**config.mk**
```make
export PLATFORM = sky130hd
export DESIGN_NAME = mipi_phy_ser_ctrl
export DESIGN_NICKNAME = d
export VERILOG_FILES = /design/src/rtl/mipi_phy_ser_ctrl.sv
export SDC_FILE = /design/constraint.sdc
export NUM_CORES = 1
export LEC_CHECK = 0
export ABC_AREA = 1
export CAP_MARGIN = 25
export CORE_ASPECT_RATIO = 0.5
export CORE_MARGIN = 10
export CORE_UTILIZATION = 58
export DETAILED_ROUTE_END_ITERATION = 7
export PLACE_DENSITY_LB_ADDON = 0.15
export SLEW_MARGIN = 5
export SYNTH_ARGS = -nofsm -noshare
export SYNTH_HDL_FRONTEND = slang
export SYNTH_SLANG_ARGS = --single-unit
```
**constraint.sdc**
```tcl
create_clock -name clk -period 5.54 [get_ports clk]
set_input_delay 0.554 -clock clk [delete_from_list [all_inputs] [get_ports clk]]
set_output_delay 0.554 -clock clk [all_outputs]
set_load 0.01 [all_outputs]
```
**src/rtl/mipi_phy_ser_ctrl.sv**
```systemverilog
// mipi_phy_ser_ctrl: D-PHY transmit lane sequencer (byte clock).
// Ports: clk/resetb, lane count, din stream in; hs/lp lane drive out.
module mipi_phy_ser_ctrl #(
  parameter int MAX_LANES    = 1,
  parameter int LPX_CYC      = 8,
  parameter int HS_PREP_CYC  = 4,
  parameter int HS_ZERO_CYC  = 16,
  parameter int HS_TRAIL_CYC = 8,
  parameter int EXIT_CYC     = 16
) (
  input  logic                   clk,
  input  logic                   resetb,
  input  logic [2:0]             num_active_lanes,
  input  logic [MAX_LANES-1:0]   md_polarity,
  input  logic [8*MAX_LANES-1:0] din,
  input  logic                   din_valid,
  input  logic                   din_last,
  input  logic [MAX_LANES-1:0]   din_keep,
  output logic                   din_ready,
  output logic [8*MAX_LANES-1:0] hs_data,
  output logic [MAX_LANES-1:0]   hs_oe,
  output logic [MAX_LANES-1:0]   lp_p,
  output logic [MAX_LANES-1:0]   lp_n,
  output logic                   busy,
  output logic                   underflow
);

  localparam int CW = 16;
  localparam int W  = 8 * MAX_LANES;

  typedef enum logic [2:0] {
    ST_IDLE,
    ST_LPX,
    ST_PREP,
    ST_ZERO,
    ST_SYNC,
    ST_DATA,
    ST_TRAIL,
    ST_EXIT
  } state_t;

  state_t               state;
  state_t               nxt;
  logic [CW-1:0]        cnt;
  logic [CW-1:0]        cnt_nxt;
  logic [MAX_LANES-1:0] lane_en;
  logic [MAX_LANES-1:0] en_nxt;
  logic [MAX_LANES-1:0] last_bit;
  logic [MAX_LANES-1:0] lb_nxt;
  logic [MAX_LANES-1:0] keep_eff;
  logic [MAX_LANES-1:0] oe_nxt;
  logic [MAX_LANES-1:0] lpp_nxt;
  logic [MAX_LANES-1:0] lpn_nxt;
  logic [W-1:0]         hs_nxt;
  logic [7:0]           lane_byte [MAX_LANES];
  logic                 uf_nxt;
  logic                 accept;
  logic [2:0]           n_sel;

  function automatic logic [MAX_LANES-1:0]
    lane_mask(input logic [2:0] n);
    for (int i = 0; i < MAX_LANES; i++)
      lane_mask[i] = (i < int'(n));
  endfunction

  assign din_ready = (state == ST_SYNC) ||
                     (state == ST_DATA);
  assign accept    = din_valid & din_ready;

  always_comb begin
    n_sel = num_active_lanes;
    if (num_active_lanes == 3'd0 ||
        int'(num_active_lanes) > MAX_LANES)
      n_sel = 3'd1;
    en_nxt = lane_en;
    if (state == ST_IDLE)
      en_nxt = lane_mask(n_sel);
    keep_eff = din_last ? din_keep : '1;
    keep_eff[0] = 1'b1;
  end

  always_comb begin
    nxt     = state;
    cnt_nxt = cnt;
    uf_nxt  = 1'b0;
    unique case (state)
      ST_IDLE: begin
        if (din_valid) begin
          nxt     = ST_LPX;
          cnt_nxt = CW'(LPX_CYC - 1);
        end
      end
      ST_LPX: begin
        cnt_nxt = cnt - CW'(1);
        if (cnt == '0) begin
          nxt     = ST_PREP;
          cnt_nxt = CW'(HS_PREP_CYC - 1);
        end
      end
      ST_PREP: begin
        cnt_nxt = cnt - CW'(1);
        if (cnt == '0) begin
          nxt     = ST_ZERO;
          cnt_nxt = CW'(HS_ZERO_CYC - 1);
        end
      end
      ST_ZERO: begin
        cnt_nxt = cnt - CW'(1);
        if (cnt == '0)
          nxt = ST_SYNC;
      end
      ST_SYNC, ST_DATA: begin
        if (!din_valid) begin
          nxt     = ST_TRAIL;
          cnt_nxt = CW'(HS_TRAIL_CYC - 1);
          uf_nxt  = 1'b1;
        end else if (din_last) begin
          // one extra count: first cycle carries the final byte
          nxt     = ST_TRAIL;
          cnt_nxt = CW'(HS_TRAIL_CYC);
        end else begin
          nxt = ST_DATA;
        end
      end
      ST_TRAIL: begin
        cnt_nxt = cnt - CW'(1);
        if (cnt == '0) begin
          nxt     = ST_EXIT;
          cnt_nxt = CW'(EXIT_CYC - 1);
        end
      end
      ST_EXIT: begin
        cnt_nxt = cnt - CW'(1);
        if (cnt == '0)
          nxt = ST_IDLE;
      end
      default: nxt = ST_IDLE;
    endcase
  end

  always_comb begin
    lb_nxt  = last_bit;
    oe_nxt  = '0;
    lpp_nxt = '1;
    lpn_nxt = '1;
    hs_nxt  = '0;
    for (int i = 0; i < MAX_LANES; i++) begin
      lane_byte[i] = 8'h00;
      unique case (nxt)
        ST_SYNC: begin
          lane_byte[i] = 8'hB8;
          lb_nxt[i]    = 1'b0;
        end
        ST_DATA, ST_TRAIL: begin
          if (accept && keep_eff[i]) begin
            lane_byte[i] = din[8*i+:8];
            lb_nxt[i]    = din[8*i];
          end else begin
            lane_byte[i] = {8{~last_bit[i]}};
          end
        end
        default: lane_byte[i] = 8'h00;
      endcase
      oe_nxt[i] = en_nxt[i] &
        (nxt inside {ST_ZERO, ST_SYNC,
                     ST_DATA, ST_TRAIL});
      lpp_nxt[i] = ~en_nxt[i] |
        (nxt inside {ST_IDLE, ST_EXIT});
      lpn_nxt[i] = ~en_nxt[i] |
        (nxt inside {ST_IDLE, ST_LPX, ST_EXIT});
      if (oe_nxt[i])
        hs_nxt[8*i+:8] = lane_byte[i] ^
                         {8{md_polarity[i]}};
    end
  end

  always_ff @(posedge clk or negedge resetb) begin
    if (!resetb) begin
      state <= ST_IDLE;
      cnt   <= '0;
    end else begin
      state <= nxt;
      cnt   <= cnt_nxt;
    end
  end

  always_ff @(posedge clk or negedge resetb) begin
    if (!resetb) begin
      lane_en   <= '0;
      last_bit  <= '0;
      hs_data   <= '0;
      hs_oe     <= '0;
      lp_p      <= '1;
      lp_n      <= '1;
      busy      <= 1'b0;
      underflow <= 1'b0;
    end else begin
      lane_en   <= en_nxt;
      last_bit  <= lb_nxt;
      hs_data   <= hs_nxt;
      hs_oe     <= oe_nxt;
      lp_p      <= lpp_nxt;
      lp_n      <= lpn_nxt;
      busy      <= (nxt != ST_IDLE);
      underflow <= uf_nxt;
    end
  end

endmodule

```
======== After elaboration in Yosys (flattened, before gate mapping) ========
Index checks and enable logic that the tools add are counted.
storage, ports and cells
  register bits ........................... 34
  output and inout bits ................... 14
operators by class
  $add $sub $neg .......................... 1
  order comparisons ....................... 2
  eq/ne operators ......................... 16
  muxes and demuxes ....................... 24
  bitwise gates (word level) .............. 7
  reduce and logical (&&, ||, !) cells .... 17
operators with widths
  operator               count
  $mux 16                5
  $pmux 16 s5            1
  $eq 3x3->1 const B     8
  $mux 3                 7
  $pmux 3 s7             1
  $logic_not 16->1       1
  $mux 8                 2
  $pmux 8 s2             1
  $sub 16x1->16 const B  1
  $eq 3x2->1 const B     3
  $logic_not 3->1        3
  $reduce_or 2->1        4
  $xor 8x8->8            1
  $eq 3x1->1 const B     2
  $reduce_bool 3->1      2
  $mux 1                 4
  $mux 2                 2
  $ne 2x2->1 const B     2
  $reduce_and 2->1       2
  $reduce_bool 2->1      2
  $reduce_bool 4->1      1
  $gt 3x1->1 const B     1
  $lt 1x3->1 const A     1
  $ne 3x3->1 const B     1
  other kinds (5)        9

======== Logic depth before layout (Yosys ltp) ========
  depth after elaboration ................. 8
  depth in mapped cells ................... 13
  depth with buffers taken out ............ 13

======== Worst setup path after synthesis ========
No wires, ideal clock.
  path type ............................... register -> register
  from .................................... register cnt[0]
  to ...................................... register hs_data[3]
  library setup time ...................... 0.119 ns
  arrival time ............................ 1.699 ns
  data required time ...................... 5.421 ns
  setup slack ............................. 3.721 ns
  cell stages (with the launch flop) ...... 13
  buffers on the path ..................... 1
  clock period less this slack ............ 1.819 ns
  cell sequence ........................... dfrtp_1 inv_1 ha_1 nand3_1 nor2_4 nand2_4 a21oi_4 nand2_2 a21oi_4 buf_6 nand3_1 nand2_1 nor2_1
on the way
  word-level cells in the longest chain between the ends .. 8
  elaborated cells on any way between the ends .. 17
RTL lines
  what                              line      text
  start: declaration                44        logic [CW-1:0] cnt;
  start signal: assignment          183       cnt <= cnt_nxt;
  $logic_not 16->1 *                n/a
  $mux 3, on equally long branches  n/a
  $pmux 3 s7 *                      86        unique case (state)
  $eq 3x3->1                        149, 165
  $reduce_or 2->1                   149       unique case (nxt)
  $pmux 8 s2                        149
  $xor 8x8->8                       172       hs_nxt[8*i+:8] = lane_byte[i] ^
  $mux 8 *                          171       if (oe_nxt[i])
  net hs_nxt[3]                     54        logic [W-1:0] hs_nxt;
  end signal: assignment            200       hs_data <= hs_nxt;
  end: declaration                  20        output logic [8*MAX_LANES-1:0] hs_data,
Mark *: on every way through the listed nets, which the timed path passes. The rest lies on a longest branch.
A chain may end at the register's enable or synchronous reset.

======== Worst setup path in the final report ========
  from .................................... register state[1]
  to ...................................... output port din_ready
on the way
  word-level cells in the longest chain between the ends .. 2
  elaborated cells on any way between the ends .. 3
RTL lines
  what                                  line    text
  start: declaration                    42      state_t state;
  start signal: assignment              182     state <= nxt;
  $eq 3x3->1, on equally long branches  66, 67
  $logic_or 1x1->1 *                    66      assign din_ready = (state == ST_SYNC) ||
  end: declaration                      19      output logic din_ready,
Mark *: on every way between the ends. The rest lies on a longest branch, timed or not.

==> impl_results.md <==
* Die span in y at 62.5 um
* HPWL Detailed at 3350 um
* Hold endpoint: lane_en$_DFF_PN0_
* Largest fanout on the critical path at 10
* Drc violations at 0
* Clock buffer depth at 2
* Worst reg2reg path depth at 9
* Largest incremental delay on the critical path at 0.56 ns
* GR Util All Layers at between 10% and 20%
* Area taken by flip-flops and latches at 853 um^2
* Hold buffer count at cts at 0
* Top cell type's share of synthesized area at 38.3%
* Via total after detailed routing at roughly 1.8k
* CP Cell Sequence: nor2_8 > clkdlybuf4s50_1
* Clock tree root buffer cell: clkbuf_8
* Final ANT Viol Nets at 0
* Met2 usage in global routing at between 20 and 25%
* Top FF cell, synth: dfrtp_1
* Number of cell rows at 15
* Min Tclk post-route at 2.14 ns
* Starting Density at 60.5%
* Placement-stage worst setup slack at approximately 3.1 ns
* Initial antenna violation count at 0
* Number of stages on the worst hold path at 2
* Core ar. at roughly 3500 um^2
* Clk sinks at 34
* Detailed-route vias per instance at 5.26
* Max H-tree Level at 2
* Number of max-cap violations at 0
* Async set-reset flop share out of synthesis at 100%
* Filler cell count in the final layout at 267
* Count of unique library cells instantiated by Yosys at 35
* Number of cells upsized or downsized after cts at 0
* Synth-to-Final Area Change at 19.9%
* Placed cell count at 325
* Cell count after synthesis at 251
* Die boundary width at about 100 um
* Post-synthesis instance area at 2090 um^2
* Cell types occupying the most area after synthesis: dfrtp_1 (38%), nand2_1 (6.3%), nor2_1 (5.2%)
* Launch point of the worst hold path: lane_en$_DFF_PN0_
* Final TNS setup at 0 ns
* Worst reg-to-reg setup slack at between 3 and 4 ns
* Final worst setup slack at 3.40 ns
* Worst-case hold slack at 0.466 ns
* Buffering stage count on the worst path with inverters included at 1
* Vias in the first global route at 1,802
* Wire length of the first global-routing pass at 7970 um
* Die Outline Area at 6550 um^2
* Filler-free cell count of the finished design at 333
* Worst-path clk slew at 0.07 ns
* Reg-to-reg endpoint: cnt[10]$_DFFE_PN0P_
* Buffers inserted during post-CTS setup optimization at 0
* Overall routed net length at roughly 4500 um
* Reg-to-reg critical path startpoint: cnt[0]$_DFFE_PN0P_
* Cell at the slowest stage of the critical path: clkdlybuf4s50_1
* Clock buffers created by TritonCTS at 5
* Startpoint-to-endpoint class of the critical path: flop to primary output
* Nets@finish at 300
* Status: finished clean
* Yosys warnings at 0
* Buffers on Ports at 26
* Power density relative to cell area at 193 nW/um^2
* Most congested layer reported by global routing: met2
* Area used by multi-input combinational logic at around 1100 um^2
* Slew at the pin closest to its max-slew limit at roughly 0.46 ns
* Global Route met1 Usage at between 10% and 20%
* Cell class contributing the biggest share of worst-path delay: buffers and inverters
* Total power at 484 uW
* Number of flops mapped to enable cells by yosys at 0
* ANT cells at 0
* Maximum ir drop on the vdd rail at 134 uV
* Layout cell share with drive strength beyond 1 at 17.0%
* CP startpoint kind: flop
* Max frequency at ~470 MHz
* Syn Nets at 270
* Mean routed wirelength per cell at 13.5 um
* Data arrival time at the worst-slack endpoint at 1.59 ns
* Final design area excluding fillers at 2510 um^2
* Count of state elements after synthesis at 34
* Lkg Pwr at between 1 and 1.5 nW
* Final setup violation count at 0
* Count of final hold-check violations at 0
* Worst skew pair latency at 0.29 ns
* Average cell area after synthesis at 8.33 um^2
* Area after DPL at 2400 um^2
* Critical Path End Type: primary output
* Post-route clock period utilization at 38.7%
* Total congestion overflow after global routing at 0
* Setup skew after layout at 0.00509 ns
* CTS tree: yes
* Met3 Track Usage GR at approximately 7.0%
* Tightest Hold Check Type: flop to flop
* Final Max Tran Viols at 0
* First-pass detailed-route iteration total at 4
* Drt first-iter violations at 52
* Setup repair after global routing missed its margin: no
* Library cell with the largest summed area after synthesis: dfrtp_1
* Slew HR at ~69%
* Largest net degree at the start of global routing at 35
* CP required at 4.99 ns
* Share of the core filled with cells in the final layout at around 73%
* Top Ports at 31
* GP Congestion at 0.853
* Share of synthesized area occupied by flip-flops and latches at 40.8%
kinds of logic after synthesis:
family | Yosys count | synth area share [%]
buffers and inverters | 34 | 6.70
XOR/XNOR | 10 | 4.19
adder cells (fa/ha/maj) | 2 | 1.20
AND/OR/NAND/NOR | 130 | 34.9
AO/OA/AOI/OAI | 41 | 12.1
flip-flops | 34 | 40.8
power by group:
part           switching [mW]  internal, mW
sequential                  0         0.248
combinational         0.00920       0.00842
clock                  0.0926         0.125
cells in the final DEF (no fill, tap or decap):
master,Yosys,layout
nor3_1,9,9
inv_2,4,4
nand3_1,21,21
nand2_4,4,4
o22ai_1,3,3
a211oi_1,1,1
buf_4,1,1
nand2_1,35,35
dfrtp_1,32,32
ha_1,2,2
xnor2_1,2,2
o211ai_1,2,2
clkbuf_8,0,8
nor2_1,29,29
dfstp_2,2,2
nor4_2,2,2
clkdlybuf4s50_1,0,26
nor2_4,4,4
inv_1,25,25
or2_0,1,1
a21oi_1,17,17
or2_2,1,1
nor2_2,5,5
xor2_1,8,8
clkinv_2,1,1
and3_1,1,1
nand4_4,1,1
a21oi_4,3,3
nand4_2,1,1
nand4_1,6,6
o21ai_2,1,1
nand2_2,7,7
o21ai_1,1,1
o21ai_0,13,13
nor2_8,3,3
Yosys cell counts, types with 3 or more instances:
cell	count
nand3_1	21
a21oi_4	3
inv_2	4
o21ai_0	13
o22ai_1	3
nor2_8	3
xor2_1	8
nor2_4	4
inv_1	25
nand2_1	35
dfrtp_1	32
nand4_1	6
nor2_2	5
nor3_1	9
nor2_1	29
nand2_4	4
a21oi_1	17
nand2_2	7
worst max path at each step:
stage | from | to | slack, ns | depth (start not counted)
final | state[1]$_DFF_PN0_ | din_ready | 3.40 | 2
after global routing | cnt[0]$_DFFE_PN0P_ | cnt[12]$_DFFE_PN0P_ | 3.20 | 9
after CTS | state[1]$_DFF_PN0_ | din_ready | 3.39 | 2
after detailed placement | din_valid | hs_data[2]$_DFF_PN0_ | 3.11 | 8
after global placement | din_valid | hs_data[2]$_DFF_PN0_ | 3.20 | 8
after floorplan | cnt[0]$_DFFE_PN0P_ | hs_data[3]$_DFF_PN0_ | 3.72 | 12
flip-flops by register name, indices dropped and copies added (netlist names):
register,cells
hs_oe,1
lane_en,1
lp_n,1
cnt,16
underflow,1
lp_p,1
busy,1
last_bit,1
state,3
hs_data,8
routing by layer:
layer  up-vias  wire length, um
met5         -                0
met4         0               87
met3         9              331
met2        43             2100
met1       815             1990
li1        884                -
tightest hold or removal path, stage by stage, from the launching register on:
cell and delay (ns):
dfrtp_1 0.33, nor2_1 0.04, inv_1 0.06
final cells by class:
type                    instances  area share (%)
multi-input cells             183            43.8
well taps                      51            2.55
clock buffers                   8            4.39
inverters                      30            4.54
flip-flops and latches         34            34.0
repair buffers                 27            10.7
(Power assumes the default switching activity.)
